<file path="src/rtl/sd_framer_pkg.sv">
// sd_framer_pkg: shared types and constants for the sigma-delta power framer.
// Holds serializer state encoding, status byte layout and byte-count helper.
package sd_framer_pkg;

    typedef enum logic [1:0] {
        S_IDLE = 2'd0,
        S_HDR  = 2'd1,
        S_STAT = 2'd2,
        S_DATA = 2'd3
    } ser_state_e;

    // Status byte: {mode, overrun, 0, seq[4:0]}
    localparam int STAT_MODE_BIT = 7;
    localparam int STAT_OVR_BIT  = 6;
    localparam int STAT_SEQ_W    = 5;

    // Bytes needed per channel for a (win_log2+1)-bit count
    function automatic int bpc_of(input int win_log2);
        return (win_log2 + 1 + 7) / 8;
    endfunction

endpackage

</file>
<file path="src/rtl/sd_chan_accum.sv">
// sd_chan_accum: per-channel window accumulator (ones or transition count).
// Ports: clk, rst (async active-low), en_i, mode_i (effective mode this
// cycle), wrap_i (window end), sig_i (bitstream), total_o (acc + this
// cycle's contribution, used as the snapshot value at window end).
module sd_chan_accum
    import sd_framer_pkg::*;
#(
    parameter int CW = 11
) (
    input  logic          clk,
    input  logic          rst,
    input  logic          en_i,
    input  logic          mode_i,
    input  logic          wrap_i,
    input  logic          sig_i,
    output logic [CW-1:0] total_o
);

    logic [CW-1:0] acc_q;
    logic [CW-1:0] acc_d;
    logic          prev_q;
    logic          prev_v_q;
    logic          inc;

    // Transitions are only counted once prev holds a real sample.
    always_comb begin
        inc     = mode_i ? (prev_v_q & (sig_i ^ prev_q)) : sig_i;
        total_o = acc_q + CW'(inc);
        acc_d   = acc_q;
        if (!en_i || wrap_i) begin
            acc_d = '0;
        end else begin
            acc_d = total_o;
        end
    end

    always_ff @(posedge clk or negedge rst) begin
        if (!rst) begin
            acc_q    <= '0;
            prev_q   <= 1'b0;
            prev_v_q <= 1'b0;
        end else begin
            acc_q <= acc_d;
            if (en_i) begin
                prev_q   <= sig_i;
                prev_v_q <= 1'b1;
            end else begin
                prev_v_q <= 1'b0;
            end
        end
    end

endmodule

</file>
<file path="src/rtl/sd_power_framer.sv">
// sd_power_framer: multi-channel sigma-delta window statistics with a framed
// byte stream output. Ports: clk, rst (async active-low), en, mode, sig,
// ovr_clr in; tx_data/tx_valid/tx_ready stream; frame_done, overrun out.
module sd_power_framer
    import sd_framer_pkg::*;
#(
    parameter int          CHANNELS = 2,
    parameter int          WIN_LOG2 = 10,
    parameter logic [7:0]  HDR_BYTE = 8'hA5
) (
    input  logic                clk,
    input  logic                rst,
    input  logic                en,
    input  logic                mode,
    input  logic [CHANNELS-1:0] sig,
    input  logic                ovr_clr,
    output logic [7:0]          tx_data,
    output logic                tx_valid,
    input  logic                tx_ready,
    output logic                frame_done,
    output logic                overrun
);

    localparam int CW  = WIN_LOG2 + 1;
    localparam int BPC = bpc_of(WIN_LOG2);
    localparam int CHW = (CHANNELS > 1) ? $clog2(CHANNELS) : 1;

    localparam logic [CHW-1:0]      CH_LAST = CHW'(CHANNELS - 1);
    localparam logic [CHW-1:0]      CH_ONE  = CHW'(1);
    localparam logic [1:0]          B_LAST  = 2'(BPC - 1);
    localparam logic [WIN_LOG2-1:0] W_ONE   = WIN_LOG2'(1);
    localparam logic [STAT_SEQ_W-1:0] SEQ_ONE = STAT_SEQ_W'(1);

    logic [WIN_LOG2-1:0]         wctr_q;
    logic                        mode_lat_q;
    logic                        wctr_zero;
    logic                        mode_eff;
    logic                        win_end;
    logic [CHANNELS-1:0][CW-1:0] total;

    ser_state_e                  state_q, state_d;
    logic [7:0]                  tx_data_q, tx_data_d;
    logic                        tx_valid_q, tx_valid_d;
    logic [CHW-1:0]              ch_q, ch_d, nxt_ch;
    logic [1:0]                  bsel_q, bsel_d, nxt_b;
    logic [STAT_SEQ_W-1:0]       seq_q, seq_d;
    logic [CHANNELS-1:0][CW-1:0] snap_q, snap_d;
    logic                        fmode_q, fmode_d;
    logic                        ovr_q, ovr_d;

    logic                        hs;
    logic                        last_byte;
    logic                        done;
    logic                        accept;
    logic [7:0]                  stat_byte;
    logic [31:0]                 data_word;
    logic [7:0]                  data_byte;

    // ---------------- window timing ----------------
    // The wctr==0 cycle uses the live mode so the whole window is counted
    // under the mode that gets latched for it.
    assign wctr_zero = (wctr_q == '0);
    assign mode_eff  = wctr_zero ? mode : mode_lat_q;
    assign win_end   = en & (&wctr_q);

    always_ff @(posedge clk or negedge rst) begin
        if (!rst) begin
            wctr_q     <= '0;
            mode_lat_q <= 1'b0;
        end else begin
            wctr_q <= en ? (wctr_q + W_ONE) : '0;
            if (wctr_zero) begin
                mode_lat_q <= mode;
            end
        end
    end

    for (genvar g = 0; g < CHANNELS; g++) begin : g_ch
        sd_chan_accum #(.CW(CW)) u_acc (
            .clk     (clk),
            .rst     (rst),
            .en_i    (en),
            .mode_i  (mode_eff),
            .wrap_i  (win_end),
            .sig_i   (sig[g]),
            .total_o (total[g])
        );
    end

    // ---------------- serializer ----------------
    assign hs        = tx_valid_q & tx_ready;
    assign last_byte = (ch_q == CH_LAST) && (bsel_q == 2'd0);
    assign done      = (state_q == S_DATA) & hs & last_byte;
    // A finishing frame frees the serializer in the same cycle.
    assign accept    = win_end & ((state_q == S_IDLE) | done);

    always_comb begin
        stat_byte                   = '0;
        stat_byte[STAT_MODE_BIT]    = fmode_q;
        stat_byte[STAT_OVR_BIT]     = ovr_q;
        stat_byte[STAT_SEQ_W-1:0]   = seq_q;

        nxt_ch = ch_q;
        nxt_b  = B_LAST;
        if (state_q == S_STAT) begin
            nxt_ch = '0;
        end else if (bsel_q != 2'd0) begin
            nxt_b = bsel_q - 2'd1;
        end else if (!last_byte) begin
            nxt_ch = ch_q + CH_ONE;
        end
        data_word = 32'(snap_q[nxt_ch]);
        data_byte = data_word[{nxt_b, 3'b000} +: 8];
    end

    always_comb begin
        state_d    = state_q;
        tx_data_d  = tx_data_q;
        tx_valid_d = tx_valid_q;
        ch_d       = ch_q;
        bsel_d     = bsel_q;
        seq_d      = seq_q;
        snap_d     = snap_q;
        fmode_d    = fmode_q;
        ovr_d      = (win_end & ~accept) | (ovr_q & ~ovr_clr);

        unique case (state_q)
            S_IDLE: begin
            end
            S_HDR: begin
                if (hs) begin
                    state_d   = S_STAT;
                    tx_data_d = stat_byte;
                end
            end
            S_STAT: begin
                if (hs) begin
                    state_d   = S_DATA;
                    ch_d      = nxt_ch;
                    bsel_d    = nxt_b;
                    tx_data_d = data_byte;
                end
            end
            S_DATA: begin
                if (hs) begin
                    if (last_byte) begin
                        state_d    = S_IDLE;
                        tx_valid_d = 1'b0;
                        seq_d      = seq_q + SEQ_ONE;
                    end else begin
                        ch_d      = nxt_ch;
                        bsel_d    = nxt_b;
                        tx_data_d = data_byte;
                    end
                end
            end
            default: begin
                state_d    = S_IDLE;
                tx_valid_d = 1'b0;
            end
        endcase

        if (accept) begin
            state_d    = S_HDR;
            tx_valid_d = 1'b1;
            tx_data_d  = HDR_BYTE;
            snap_d     = total;
            fmode_d    = mode_lat_q;
        end
    end

    always_ff @(posedge clk or negedge rst) begin
        if (!rst) begin
            state_q    <= S_IDLE;
            tx_data_q  <= '0;
            tx_valid_q <= 1'b0;
            ch_q       <= '0;
            bsel_q     <= '0;
            seq_q      <= '0;
            snap_q     <= '0;
            fmode_q    <= 1'b0;
            ovr_q      <= 1'b0;
        end else begin
            state_q    <= state_d;
            tx_data_q  <= tx_data_d;
            tx_valid_q <= tx_valid_d;
            ch_q       <= ch_d;
            bsel_q     <= bsel_d;
            seq_q      <= seq_d;
            snap_q     <= snap_d;
            fmode_q    <= fmode_d;
            ovr_q      <= ovr_d;
        end
    end

    assign tx_data    = tx_data_q;
    assign tx_valid   = tx_valid_q;
    assign frame_done = done;
    assign overrun    = ovr_q;

endmodule

</file>
<file path="config.mk">
export PLATFORM = sky130hd
export DESIGN_NAME = sd_power_framer
export DESIGN_NICKNAME = d
export VERILOG_FILES = /design/src/rtl/sd_framer_pkg.sv /design/src/rtl/sd_chan_accum.sv /design/src/rtl/sd_power_framer.sv
export SDC_FILE = /design/constraint.sdc
export NUM_CORES = 1
export LEC_CHECK = 0
export ABC_CLOCK_PERIOD_IN_PS = 3650
export CAP_MARGIN = 20
export CELL_PAD_IN_SITES_DETAIL_PLACEMENT = 0
export CELL_PAD_IN_SITES_GLOBAL_PLACEMENT = 1
export CORE_MARGIN = 2
export CORE_UTILIZATION = 47
export CTS_CLUSTER_SIZE = 24
export DETAILED_ROUTE_END_ITERATION = 8
export PLACE_DENSITY = 0.85
export SETUP_SLACK_MARGIN = 0.4
export SLEW_MARGIN = 20
export SYNTH_ARGS = -nofsm -noshare
export SYNTH_HDL_FRONTEND = slang
export SYNTH_SLANG_ARGS = --single-unit
</file>
<file path="constraint.sdc">
create_clock -name clk -period 3.65 [get_ports clk]
set_clock_uncertainty 0.2 [all_clocks]
set_input_delay 0.73 -clock clk [delete_from_list [all_inputs] [get_ports clk]]
set_output_delay 0.73 -clock clk [all_outputs]
set_load 0.005 [all_outputs]
</file>
==> flow_summary_export.csv <==
group,metric,value,unit
run_status,status,"finished, final reports clean",
logic_synthesis,ys.warnings.count,0,
logic_synthesis,seq_area_frac_synth,51.1,%
global_routing,antenna_found_initial,0,
sta,tightestPinTransition,0.776,ns
worst_setup_path,worstSetupEndpoint,"frame_done",
finish,num_antenna_cells,0,
route,wl,7310,microns
cts,cts-root-buf,"clkbuf_8",
sta,timing.final.crit_share,85.4,%
global_routing,grt_pass1_wl,12400,microns
global_routing,grt_start_max_net_pins,80,
die,pin_count,19,
logic_synthesis,synth_edf_count,0,
worst_setup_path,cp-start-kind,"input port",
route,antenna_left,0,
logic_synthesis,synth_fa_ha_area_share,3.56,%
sta,rsz0062_at_grt,"no",
logic_synthesis,async_flop_share,100,%
worst_setup_path,reg2reg_from,"wctr_q[4]$_DFF_PN0_",
cts,hold_buffers,0,
route,drt_iter0_drc,153,
cts,numCtsBuffers,9,
finish,layoutNonFillerInstCount,511,
power_and_ir_drop,ir_drop,0.222,mV
global_routing,gr-usage-met3,3.91,%
cts,clk_latency,0.34,ns
worst_setup_path,critPathMaxFanout,4,
logic_synthesis,ys_types,47,
sta,layout_min_cycle_time,3.12,ns
worst_setup_path,end_kind,"primary output",
sta,maxSlewViolCount,0,
route,post-route-drc-count,0,
worst_hold_path,hp-class,"in -> async",
route,post_drt_wl_per_cell,14.3,microns
worst_setup_path,reg2reg_depth,10,
logic_synthesis,synth_mux_area_share,2.65,%
global_routing,grtUsageTotal,17.9,%
die,start_util,47.8,%
power_and_ir_drop,powerDensity,509,nW/um^2
logic_synthesis,synth_top_family_by_area,"simple AND/OR/NAND/NOR gates",
route,vias_per_cell,5.26,
place,hpwl,5040,microns
finish,drive_above_1_share,9.11,%
die,core_area,8090,sq um
run,drv_cap,0,
logic_synthesis,yosys_most_used_dff,"dfrtp_1",
finish,layout_common_cells,"dfrtp_1 (79), nand2_1 (45), nor2_1 (43)",
sta,tns,0,ns
worst_setup_path,r2r-end,"g_ch[0].u_acc.acc_q[10]$_DFF_PN0_",
logic_synthesis,netlist_area,3870,sq um
finish,area_growth_syn_to_layout,11.2,%
cts,tritoncts,"yes",
logic_synthesis,syn_area_per_cell,10.0,sq um
worst_setup_path,worstSetupPathType,"in -> out",
finish,final_nets,421,
global_routing,overflow,0,
global_routing,grt_pass1_vias,2608,
logic_synthesis,synthXorXnorAreaFrac,6.79,%
global_routing,globalRouteMet2Util,26.7,%
route,via_count,2690,
sta,fmax,321,MHz
die,rows,33,
cts,cts_max_path_buffers,2,
place,post-place-cells,495,
power_and_ir_drop,power_leakage,1.87,nW
die,die_x,94.7,microns
sta,finalHoldViolCount,0,
power_and_ir_drop,p_total,2.19,mW
sta,setup_viol,0,
worst_setup_path,r2r_slack,0.68,ns
finish,multiInputGateArea,1750,sq um
die,die_area,8980,sq um
place,gp_congestion,0.886,
cts,clkSinkCount,79,
die,dieHeight,94.7,microns
finish,fillers,766,
worst_setup_path,cp_data_arrival_time,2.19,ns
cts,ctsHtreeMaxLevel,3,
finish,mostFrequentLayoutCell,"dfrtp_1",
logic_synthesis,synthCells,387,
route,drt_pass1_iterations,4,
logic_synthesis,synth-compound-area-share,13.7,%
worst_setup_path,worstPathRequired,2.72,ns
logic_synthesis,yosys.area_share.simple,17.9,%
global_routing,met1_usage,25.4,%
logic_synthesis,syn_nets,406,
finish,seq_area,1980,sq um
sta,slew_headroom,48.1,%
cts,cts.clk_slew.worst_paths,0.08,ns
place,io_buffers,18,
worst_setup_path,startpoint,"tx_ready",
logic_synthesis,synth-seq-cells,79,
global_routing,top_usage_layer,"met2",
-- report_power, final --
| part | internal (mW) | switching [mW] | total [mW] |
|---|---|---|---|
| Combinational | 0.274 | 0.322 | 0.596 |
| Sequential | 0.958 | 0.0848 | 1.04 |
| Clock | 0.263 | 0.289 | 0.552 |
| Total | 1.49 | 0.696 | 2.19 |
-- cells in the mapped netlist (2+ instances only) --
master	n	area share (%)
mux2i_1	4	1.0
mux2_2	3	0.87
and3_1	6	0.97
and2_1	10	1.6
nand3_1	15	1.9
nand3b_1	6	1.2
nor3b_1	3	0.58
nor3_1	2	0.26
dfrtp_1	79	51
clkbuf_1	7	0.68
nor2_1	43	4.2
ha_1	11	3.6
o21ai_0	22	2.8
o21ai_2	10	2.3
o21bai_1	2	0.39
nor2b_1	3	0.49
nand4_1	7	1.1
o32ai_1	2	0.45
a21oi_1	17	2.2
nand2_1	45	4.4
a211oi_1	2	0.39
o211ai_1	3	0.58
o2bb2ai_1	3	0.68
buf_6	5	1.5
o21ai_1	8	1.0
inv_1	14	1.4
o311ai_0	2	0.45
or3b_1	2	0.45
xnor2_1	17	3.8
xor2_1	13	2.9
buf_2	5	0.65
-- timing repair --
action | CTS | global route
buffers inserted | 0 | 0
endpoints found under the setup margin | 0 | 2
resized for setup | 0 | 2
hold endpoints to repair | 0 | 0
-- cell families after synthesis --
group / Yosys count
simple gates: 146
compound gates: 80
flops: 79
buf+inv: 32
xor+xnor: 30
fa+ha+maj: 11
mux: 9
-- flip-flops by register name, summed over array words and instances, names as in the netlist, 2 cells and up --
register and flops:
bsel_q 2, g_ch.u_acc.acc_q 22, g_ch.u_acc.prev_q 2, seq_q 5, snap_q 22, state_q 2
tx_data 8, wctr_q 10
-- layer usage --
metal	vias to the layer above	share of wire, %
met2	36	46
met1	1297	51
met4	0	0.89
met3	4	2.5
met5	-	0
li1	1353	-
-- per-stage QoR --
stage	utilization, %	setup WS (ns)	instance area (sq um)	hold slack [ns]
2_1_floorplan	-	1.08	3870	0.234
3_3_place_gp	50.8	0.569	4110	0.261
3_5_place_dp	50.8	0.480	4110	0.269
4_1_cts	52.7	0.466	4270	0.286
5_1_grt	53.2	0.420	4300	0.0729
6_report	53.2	0.532	4300	0.0628
-- critical path, stage by stage --
cell and delay, ns:
clkdlybuf4s50_1 0.52, nand3_1 0.19, nor2_1 0.21, clkdlybuf4s50_1 0.53
-- worst min-delay path by stage --
stage	depth (start not counted)	slack, ns	from	endpoint
detailed placement	2	0.27	snap_q[3]$_DFFE_PN0P_	snap_q[3]$_DFFE_PN0P_
CTS	2	0.29	snap_q[3]$_DFFE_PN0P_	snap_q[3]$_DFFE_PN0P_
floorplan	0	0.23	rst	bsel_q[0]$_DFFE_PN0P_
global placement	2	0.26	snap_q[0]$_DFFE_PN0P_	snap_q[0]$_DFFE_PN0P_
global route	1	0.07	rst	state_q[0]$_DFFE_PN0P_
finish	1	0.06	rst	tx_valid$_DFFE_PN0P_
-- area by class of cell --
cell class              count  share of cell area [%]
clock buffers              14                    3.55
inverters                  14                    1.22
repair buffers             22                    5.58
well taps                 105                    3.05
flip-flops and latches     79                    45.9
multi-input cells         276                    40.6
clock inverters             1                   0.116
No activity file was read; power rests on OpenSTA's default activity.
